===== src/rtl/gmii_tx_sched_if.sv =====
// FIFO read side and GMII transmit side of the XGMII->GMII scheduler.
// master = scheduler, slave = FIFO/PHY side.
interface gmii_tx_sched_if #(
    parameter int CNT_W = 8
);
    logic [71:0]      fifo_dout;
    logic             fifo_empty;
    logic             fifo_rd_en;
    logic [CNT_W-1:0] pkt_wr_cnt;
    logic [CNT_W-1:0] pkt_rd_cnt;
    logic             gmii_en;
    logic             gmii_er;
    logic [7:0]       gmii_txd;
    logic             underrun;

    modport master (
        input  fifo_dout, fifo_empty, pkt_wr_cnt,
        output fifo_rd_en, pkt_rd_cnt,
        output gmii_en, gmii_er, gmii_txd, underrun
    );

    modport slave (
        output fifo_dout, fifo_empty, pkt_wr_cnt,
        input  fifo_rd_en, pkt_rd_cnt,
        input  gmii_en, gmii_er, gmii_txd, underrun
    );
endinterface


===== src/rtl/gmii_tx_sched.sv =====
// Read-side sequencer: pops whole XGMII frames from the async FIFO
// and serializes them lane 0 first onto GMII with preamble and IFG.
module gmii_tx_sched #(
    parameter int IFG_BYTES = 12,
    parameter int CNT_W     = 8
) (
    input logic             gmii_clk,
    input logic             sys_rst_n,
    gmii_tx_sched_if.master bus
);
    typedef enum logic [2:0] {
        IDLE, FETCH, CHECK, SEND, DROP, IFG
    } state_t;

    localparam logic [8:0] IFG_W   = 9'(IFG_BYTES);
    localparam logic [7:0] IFG_RST = 8'(IFG_BYTES);

    state_t           state, state_n;
    logic [2:0]       idx, idx_n;
    logic [71:0]      wbuf, wbuf_n;
    logic             sof, sof_n;
    logic             uf, uf_n;
    logic             chk, chk_n;
    logic [7:0]       ifg, ifg_n;
    logic             rd_en, rd_en_n;
    logic             en, en_n;
    logic             er, er_n;
    logic             urun, urun_n;
    logic [7:0]       txd, txd_n;
    logic [CNT_W-1:0] rd_cnt, rd_cnt_n;

    logic [7:0] txc, lane, ifg_inc;
    logic       lc, lead, term, term_hi;
    logic       frame_q, dout_fd, gap_ok, gap_near;

    function automatic logic has_fd(input logic [71:0] w);
        logic f;
        f = 1'b0;
        for (int i = 0; i < 8; i++)
            if (w[64+i] && w[i*8 +: 8] == 8'hFD) f = 1'b1;
        return f;
    endfunction

    assign txc     = wbuf[71:64];
    assign lane    = wbuf[{1'b0, idx, 3'b000} +: 8];
    assign lc      = txc[idx];
    assign lead    = sof && (idx == 3'd0);
    assign term    = lc && !lead && (lane != 8'hFE);
    assign term_hi = (txc[5] && wbuf[47:40] != 8'hFE)
                  || (txc[6] && wbuf[55:48] != 8'hFE)
                  || (txc[7] && wbuf[63:56] != 8'hFE);
    assign frame_q = bus.pkt_wr_cnt != rd_cnt;
    assign dout_fd = has_fd(bus.fifo_dout);
    assign ifg_inc = (ifg == 8'hFF) ? ifg : ifg + 8'd1;

    // Pop->preamble takes 3 cycles plus the FD cycle, so the gap
    // seen on the wire is the counter value plus 4.
    assign gap_ok   = ({1'b0, ifg} + 9'd4) >= IFG_W;
    assign gap_near = ({1'b0, ifg} + 9'd5) >= IFG_W;

    always_comb begin
        state_n  = state;
        idx_n    = idx;
        wbuf_n   = wbuf;
        sof_n    = sof;
        uf_n     = uf;
        chk_n    = chk;
        ifg_n    = ifg_inc;
        rd_cnt_n = rd_cnt;
        rd_en_n  = 1'b0;
        en_n     = 1'b0;
        er_n     = 1'b0;
        txd_n    = 8'h00;
        urun_n   = 1'b0;
        unique case (state)
            IDLE: begin
                if (frame_q && !bus.fifo_empty && gap_ok) begin
                    rd_en_n = 1'b1;
                    state_n = FETCH;
                end
            end
            FETCH: state_n = CHECK;
            CHECK: begin
                if (bus.fifo_dout[71:64] == 8'h01 &&
                    bus.fifo_dout[7:0] == 8'hFB) begin
                    wbuf_n  = bus.fifo_dout;
                    idx_n   = 3'd0;
                    sof_n   = 1'b1;
                    uf_n    = 1'b0;
                    state_n = SEND;
                end else begin
                    state_n = IDLE;
                end
            end
            SEND: begin
                idx_n = idx + 3'd1;
                sof_n = 1'b0;
                if (uf && idx == 3'd7) begin
                    en_n    = 1'b1;
                    er_n    = 1'b1;
                    urun_n  = 1'b1;
                    chk_n   = 1'b0;
                    state_n = DROP;
                end else if (term) begin
                    rd_cnt_n = rd_cnt + CNT_W'(1);
                    ifg_n    = 8'h00;
                    state_n  = IFG;
                end else begin
                    en_n  = 1'b1;
                    txd_n = lead ? 8'h55 : lane;
                    er_n  = lc && !lead;
                    if (idx == 3'd5 && !term_hi) begin
                        if (bus.fifo_empty) uf_n = 1'b1;
                        else rd_en_n = 1'b1;
                    end
                    if (idx == 3'd7) wbuf_n = bus.fifo_dout;
                end
            end
            DROP: begin
                if (rd_en) begin
                    chk_n = 1'b1;
                end else if (chk) begin
                    chk_n = 1'b0;
                    if (dout_fd) begin
                        rd_cnt_n = rd_cnt + CNT_W'(1);
                        ifg_n    = 8'h00;
                        state_n  = IFG;
                    end else if (!bus.fifo_empty) begin
                        rd_en_n = 1'b1;
                    end
                end else if (!bus.fifo_empty) begin
                    rd_en_n = 1'b1;
                end
            end
            IFG: begin
                if (gap_near) state_n = IDLE;
            end
            default: state_n = IDLE;
        endcase
    end

    always_ff @(posedge gmii_clk or negedge sys_rst_n) begin
        if (!sys_rst_n) begin
            state  <= IDLE;
            idx    <= 3'd0;
            wbuf   <= '0;
            sof    <= 1'b0;
            uf     <= 1'b0;
            chk    <= 1'b0;
            ifg    <= IFG_RST;
            rd_cnt <= '0;
            rd_en  <= 1'b0;
            en     <= 1'b0;
            er     <= 1'b0;
            txd    <= 8'h00;
            urun   <= 1'b0;
        end else begin
            state  <= state_n;
            idx    <= idx_n;
            wbuf   <= wbuf_n;
            sof    <= sof_n;
            uf     <= uf_n;
            chk    <= chk_n;
            ifg    <= ifg_n;
            rd_cnt <= rd_cnt_n;
            rd_en  <= rd_en_n;
            en     <= en_n;
            er     <= er_n;
            txd    <= txd_n;
            urun   <= urun_n;
        end
    end

    assign bus.fifo_rd_en = rd_en;
    assign bus.pkt_rd_cnt = rd_cnt;
    assign bus.gmii_en    = en;
    assign bus.gmii_er    = er;
    assign bus.gmii_txd   = txd;
    assign bus.underrun   = urun;
endmodule


===== src/flat_wrapper.sv =====
// flat-port wrapper written by rule: the top's interface ports become plain ports
module gmii_tx_sched_flat 
#(
    parameter int IFG_BYTES = 12,
    parameter int CNT_W     = 8
)
  (gmii_clk, sys_rst_n, bus_fifo_dout, bus_fifo_empty, bus_pkt_wr_cnt, bus_fifo_rd_en, bus_pkt_rd_cnt, bus_gmii_en, bus_gmii_er, bus_gmii_txd, bus_underrun);
  gmii_tx_sched_if #(.CNT_W(CNT_W)) bus_i ();
  input logic gmii_clk;
  input logic sys_rst_n;
  input wire logic [$bits(bus_i.fifo_dout)-1:0] bus_fifo_dout;
  input wire logic [$bits(bus_i.fifo_empty)-1:0] bus_fifo_empty;
  input wire logic [$bits(bus_i.pkt_wr_cnt)-1:0] bus_pkt_wr_cnt;
  output wire logic [$bits(bus_i.fifo_rd_en)-1:0] bus_fifo_rd_en;
  output wire logic [$bits(bus_i.pkt_rd_cnt)-1:0] bus_pkt_rd_cnt;
  output wire logic [$bits(bus_i.gmii_en)-1:0] bus_gmii_en;
  output wire logic [$bits(bus_i.gmii_er)-1:0] bus_gmii_er;
  output wire logic [$bits(bus_i.gmii_txd)-1:0] bus_gmii_txd;
  output wire logic [$bits(bus_i.underrun)-1:0] bus_underrun;
  assign bus_i.fifo_dout = bus_fifo_dout;
  assign bus_i.fifo_empty = bus_fifo_empty;
  assign bus_i.pkt_wr_cnt = bus_pkt_wr_cnt;
  assign bus_fifo_rd_en = bus_i.fifo_rd_en;
  assign bus_pkt_rd_cnt = bus_i.pkt_rd_cnt;
  assign bus_gmii_en = bus_i.gmii_en;
  assign bus_gmii_er = bus_i.gmii_er;
  assign bus_gmii_txd = bus_i.gmii_txd;
  assign bus_underrun = bus_i.underrun;
  gmii_tx_sched #(.IFG_BYTES(IFG_BYTES), .CNT_W(CNT_W)) u_core (.gmii_clk(gmii_clk), .sys_rst_n(sys_rst_n), .bus(bus_i));
endmodule

===== config.mk =====
export PLATFORM = sky130hd
export DESIGN_NAME = gmii_tx_sched_flat
export DESIGN_NICKNAME = d
export VERILOG_FILES = /design/src/rtl/gmii_tx_sched_if.sv /design/src/rtl/gmii_tx_sched.sv /design/src/flat_wrapper.sv
export SDC_FILE = /design/constraint.sdc
export NUM_CORES = 1
export LEC_CHECK = 0
export ABC_AREA = 1
export BUFFER_PORTS_ARGS = -buffer_cell sky130_fd_sc_hd__buf_2
export CORE_MARGIN = 2
export CORE_UTILIZATION = 52
export DETAILED_ROUTE_END_ITERATION = 7
export GPL_TIMING_DRIVEN = 0
export HOLD_SLACK_MARGIN = 0.03
export PLACE_DENSITY = 0.75
export SLEW_MARGIN = 30
export SYNTH_ARGS = -nofsm -noshare
export SYNTH_HDL_FRONTEND = slang
export SYNTH_SLANG_ARGS = --single-unit

===== constraint.sdc =====
create_clock -name gmii_clk -period 2.11 [get_ports gmii_clk]
set_clock_uncertainty 0.1 [all_clocks]
set_input_delay 0.5275 -clock gmii_clk [delete_from_list [all_inputs] [get_ports gmii_clk]]
set_output_delay 0.5275 -clock gmii_clk [all_outputs]
set_load 0.01 [all_outputs]

==> results by group <==
Run status
  • Status: finished, violations left
  • Failing checks: setup timing

Setup path
  • Critical path class: register to register
  • Crit Path Max Fanout: 10
  • Worst EP arrival: 2.65 ns
  • Crit end category: register
  • Worst Path Required: 2.30 ns
  • Critical Path Start Type: register
  • Reg2reg setup slack: -0.35 ns

Synthesis
  • Sequential area share after synthesis: a little over two fifths
  • Post-synth top area share: 40.85%
  • Syn. warnings: 0
  • Library cells used by synthesis: 37
  • Gate Count Post-Synth: slightly above 900
  • Top FF cell, synth: dfrtp_1
  • Number of synthesized register bits: 109
  • Syn Nets: 998
  • Post-synth EDFFs: 0
  • Mapped Area: 0.006555 mm^2
  • Avg Cell Area, Syn: between 7 and 8 um^2
  • Synth top area cells: dfrtp_1, nand2_1, nand4_1, inv_1, nand3_1
  • Post-synth top area cell: dfrtp_1
  • Async SR Flop Fraction: 100.0%

Run
  • Max_cap viols: 0

Drt
  • Routed length on met2: 9279 um
  • Routed Antenna Nets: 0
  • Post-DR wirelength/cell: 16.05 um
  • Via Count: 6827
  • Drt first pass iters: 8
  • Met1 WL: 8151 um
  • Max Used Layer: met4
  • Initial DRC count: 752
  • Vias per cell: 5.444
  • DRC viols: 0
  • Met3 wire len: 1778 um
  • DRT Wirelength: 20120 um

Clock tree
  • Worst-Skew Late Latency: 0.36 ns
  • H-tree depth: 3
  • CTS tree: built
  • CTS Buffer Depth: 2
  • Clock Root Buffer: clkbuf_16
  • CTS buffer count: 9
  • CTS sink count: 109
  • Worst-path clk slew: approximately 0.07 ns

Global route
  • Grt ovf: 0
  • First-pass GRT wire length: 31620 um
  • GRT Total Usage: 30.49%
  • Vias in the first global route: 6407
  • Largest net degree at the start of global routing: 67
  • Antenna violations before repair: 0

Timing
  • Fmax: slightly above 0.4 GHz
  • Tmin final: 2.461 ns
  • Fin. Hold Viols: 0
  • Slew headroom: 70.78%
  • Tcrit/Tclk final: 116.6%
  • Min Hold Slack: 0.3248 ns
  • Worst Max-Slew Pin Slew: 0.4383 ns
  • Final Max Slew Viols: 0
  • Unrepaired setup endpoints after global routing: yes
  • Final setup violation count: about 100
  • Final worst setup slack: -0.3508 ns

Power
  • Pwr Total: 13.70 mW
  • Int Pwr: 7.503 mW
  • Gate power share: 60.5%
  • Switching share of power: 45.22%
  • Peak supply drop: ~0.8 mV
  • P_sw: 6.194 mW
  • Static leakage: 4.676 nW
  • Clock power share: 12.2%
  • Power per cell area: between 1500 and 2000 mW/mm^2
  • Flop pwr share: 27.3%

Worst hold path
  • Worst hold-check path type: primary input to register

Die
  • Core box area: 0.01247 mm^2
  • Die X: between 100 and 150 um
  • Height of the die: 116.3 um
  • Initial Utilization: 52.58%
  • Top Ports: 103
  • Die Outline Area: 0.01352 mm^2
  • # rows: 41

Placed design
  • I/O Buffers: 102
  • Dpl cells: 1181
  • RD Place Congestion: around 0.9
  • DP Area: 0.007320 mm^2
  • Dpl hpwl: between 10000 and 15000 um

Final layout
  • Share of cells above drive strength 1: 32.07%
  • Nets: approximately 1200
  • Finished Layout Cells: 1254
  • Final Cell Area: 0.008713 mm^2
  • Final core utilization: 69.90%
  • Area grow syn2layout: 32.93%
  • Ant. Diodes: 0
## kinds of logic after synthesis
family	count (synthesis)	synth area share, %
xor+xnor	14	1.871
fa+ha+maj	9	1.718
flops	109	41.65
buf+inv	160	11.76
compound gates	35	3.073
simple gates	579	39.93
## cell type report
type	instances	area, um^2
plain buffers	43	385.4
clock buffers	12	246.5
clock inverters	2	35.03
fillers	999	3752
inverters	116	445.4
multi-input cells	641	3458
flip-flops and latches	109	2730
well taps	172	215.2
repair buffers	159	1197
## cells in the final DEF (no fill, tap or decap), types with 2 or more instances in the layout
cell	instances
xnor2_1	6
buf_6	24
nand2_4	7
nand2_8	4
buf_4	35
nand3_2	9
nor2_2	10
nand2_1	253
nand3_1	48
nand3b_1	4
inv_2	3
clkbuf_2	10
o21ai_0	18
ha_1	9
buf_8	9
dfrtp_1	107
inv_4	2
or2_2	2
o22ai_1	3
dfstp_2	2
a21oi_1	8
nand3_4	4
buf_12	5
nor3_1	10
buf_2	106
clkbuf_16	15
nor2_1	49
inv_1	109
nand2_2	87
clkbuf_1	4
o31ai_1	2
buf_16	2
xor2_1	8
nor2_4	3
nand4_1	89
## layer usage
metal / up-vias / global-route usage [%]
li1: 3259 / -
met1: 3171 / 40.63
met2: 323 / 46.94
met3: 74 / 7.421
met4: 0 / 14.68
met5: - / 0
## flip-flops by register name, indices dropped and copies added (netlist names)
| signal | count |
|---|---|
| u_core.bus.fifo_rd_en | 1 |
| u_core.bus.gmii_en | 1 |
| u_core.bus.gmii_er | 1 |
| u_core.bus.gmii_txd | 8 |
| u_core.bus.pkt_rd_cnt | 8 |
| u_core.bus.underrun | 1 |
| u_core.chk | 1 |
| u_core.idx | 3 |
| u_core.ifg | 8 |
| u_core.sof | 1 |
| u_core.state | 3 |
| u_core.uf | 1 |
| u_core.wbuf | 72 |
## through the flow
step / TNS, ns / worst slack (ns)
after global routing: -36.96 / -0.4283
after detailed placement: -44.29 / -0.5931
after CTS: -13.70 / -0.1917
after floorplan: 0 / 0.01440
final: -28.81 / -0.3508
after global placement: -138.06 / -0.8664
## power groups by stage
stage / registers, mW / clock network, mW / logic [mW]
final: 3.74 / 1.68 / 8.28
after detailed placement: 3.61 / 0 / 5.54
after global routing: 3.84 / 1.77 / 9.08
after CTS: 3.61 / 1.71 / 7.16
after global placement: 3.60 / 0 / 5.45
after floorplan: 3.48 / 0 / 4.17
## synth_stat cells (4+ instances only)
cell,number
nand3_1,53
clkbuf_1,15
nand3b_1,4
dfrtp_1,107
xor2_1,8
nand4_1,89
nor3_1,11
nand3_2,4
nand2_4,4
nor2_1,55
ha_1,9
xnor2_1,6
o21ai_0,18
inv_1,111
a21oi_1,8
nand2_2,4
nor2_2,7
buf_6,15
buf_2,8
nand2_1,341
## path summary, 6_finish.rpt
check                      cells after the start         startpoint                      to
max reg2reg                                   15      u_core.idx[0]  u_core.bus.gmii_txd[1]
min reg2reg                                    2    u_core.wbuf[27]         u_core.wbuf[27]
max in group asynchronous                      3          sys_rst_n           u_core.ifg[7]
min                                            3  bus_fifo_dout[37]         u_core.wbuf[37]
min in group asynchronous                      2          sys_rst_n         u_core.wbuf[38]
max                                           15      u_core.idx[0]  u_core.bus.gmii_txd[1]
## worst max-delay path, cell delays in order, from the launching register on
cell      delay [ns]
dfrtp_1         0.41
buf_6           0.15
clkbuf_4        0.20
nand2_1         0.08
nand3_1         0.09
nand2_1         0.12
nand2_1         0.11
nand2_1         0.16
nand2_2         0.08
nor2_2          0.11
nand2_2         0.08
buf_4           0.16
nand2_8         0.10
nand2_8         0.08
or2_4           0.27
nor2_2          0.10
## what timing repair did
item / 4_1_cts / 5_1_grt
hold buffers: 1 / 0
gates resized for setup: 74 / 105
buffers inserted: 36 / 4
endpoints found under the setup margin: 95 / 103
hold endpoints to repair: 41 / 0
gates cloned: 12 / 8
pin swaps: 19 / 31
(Power assumes the default switching activity.)
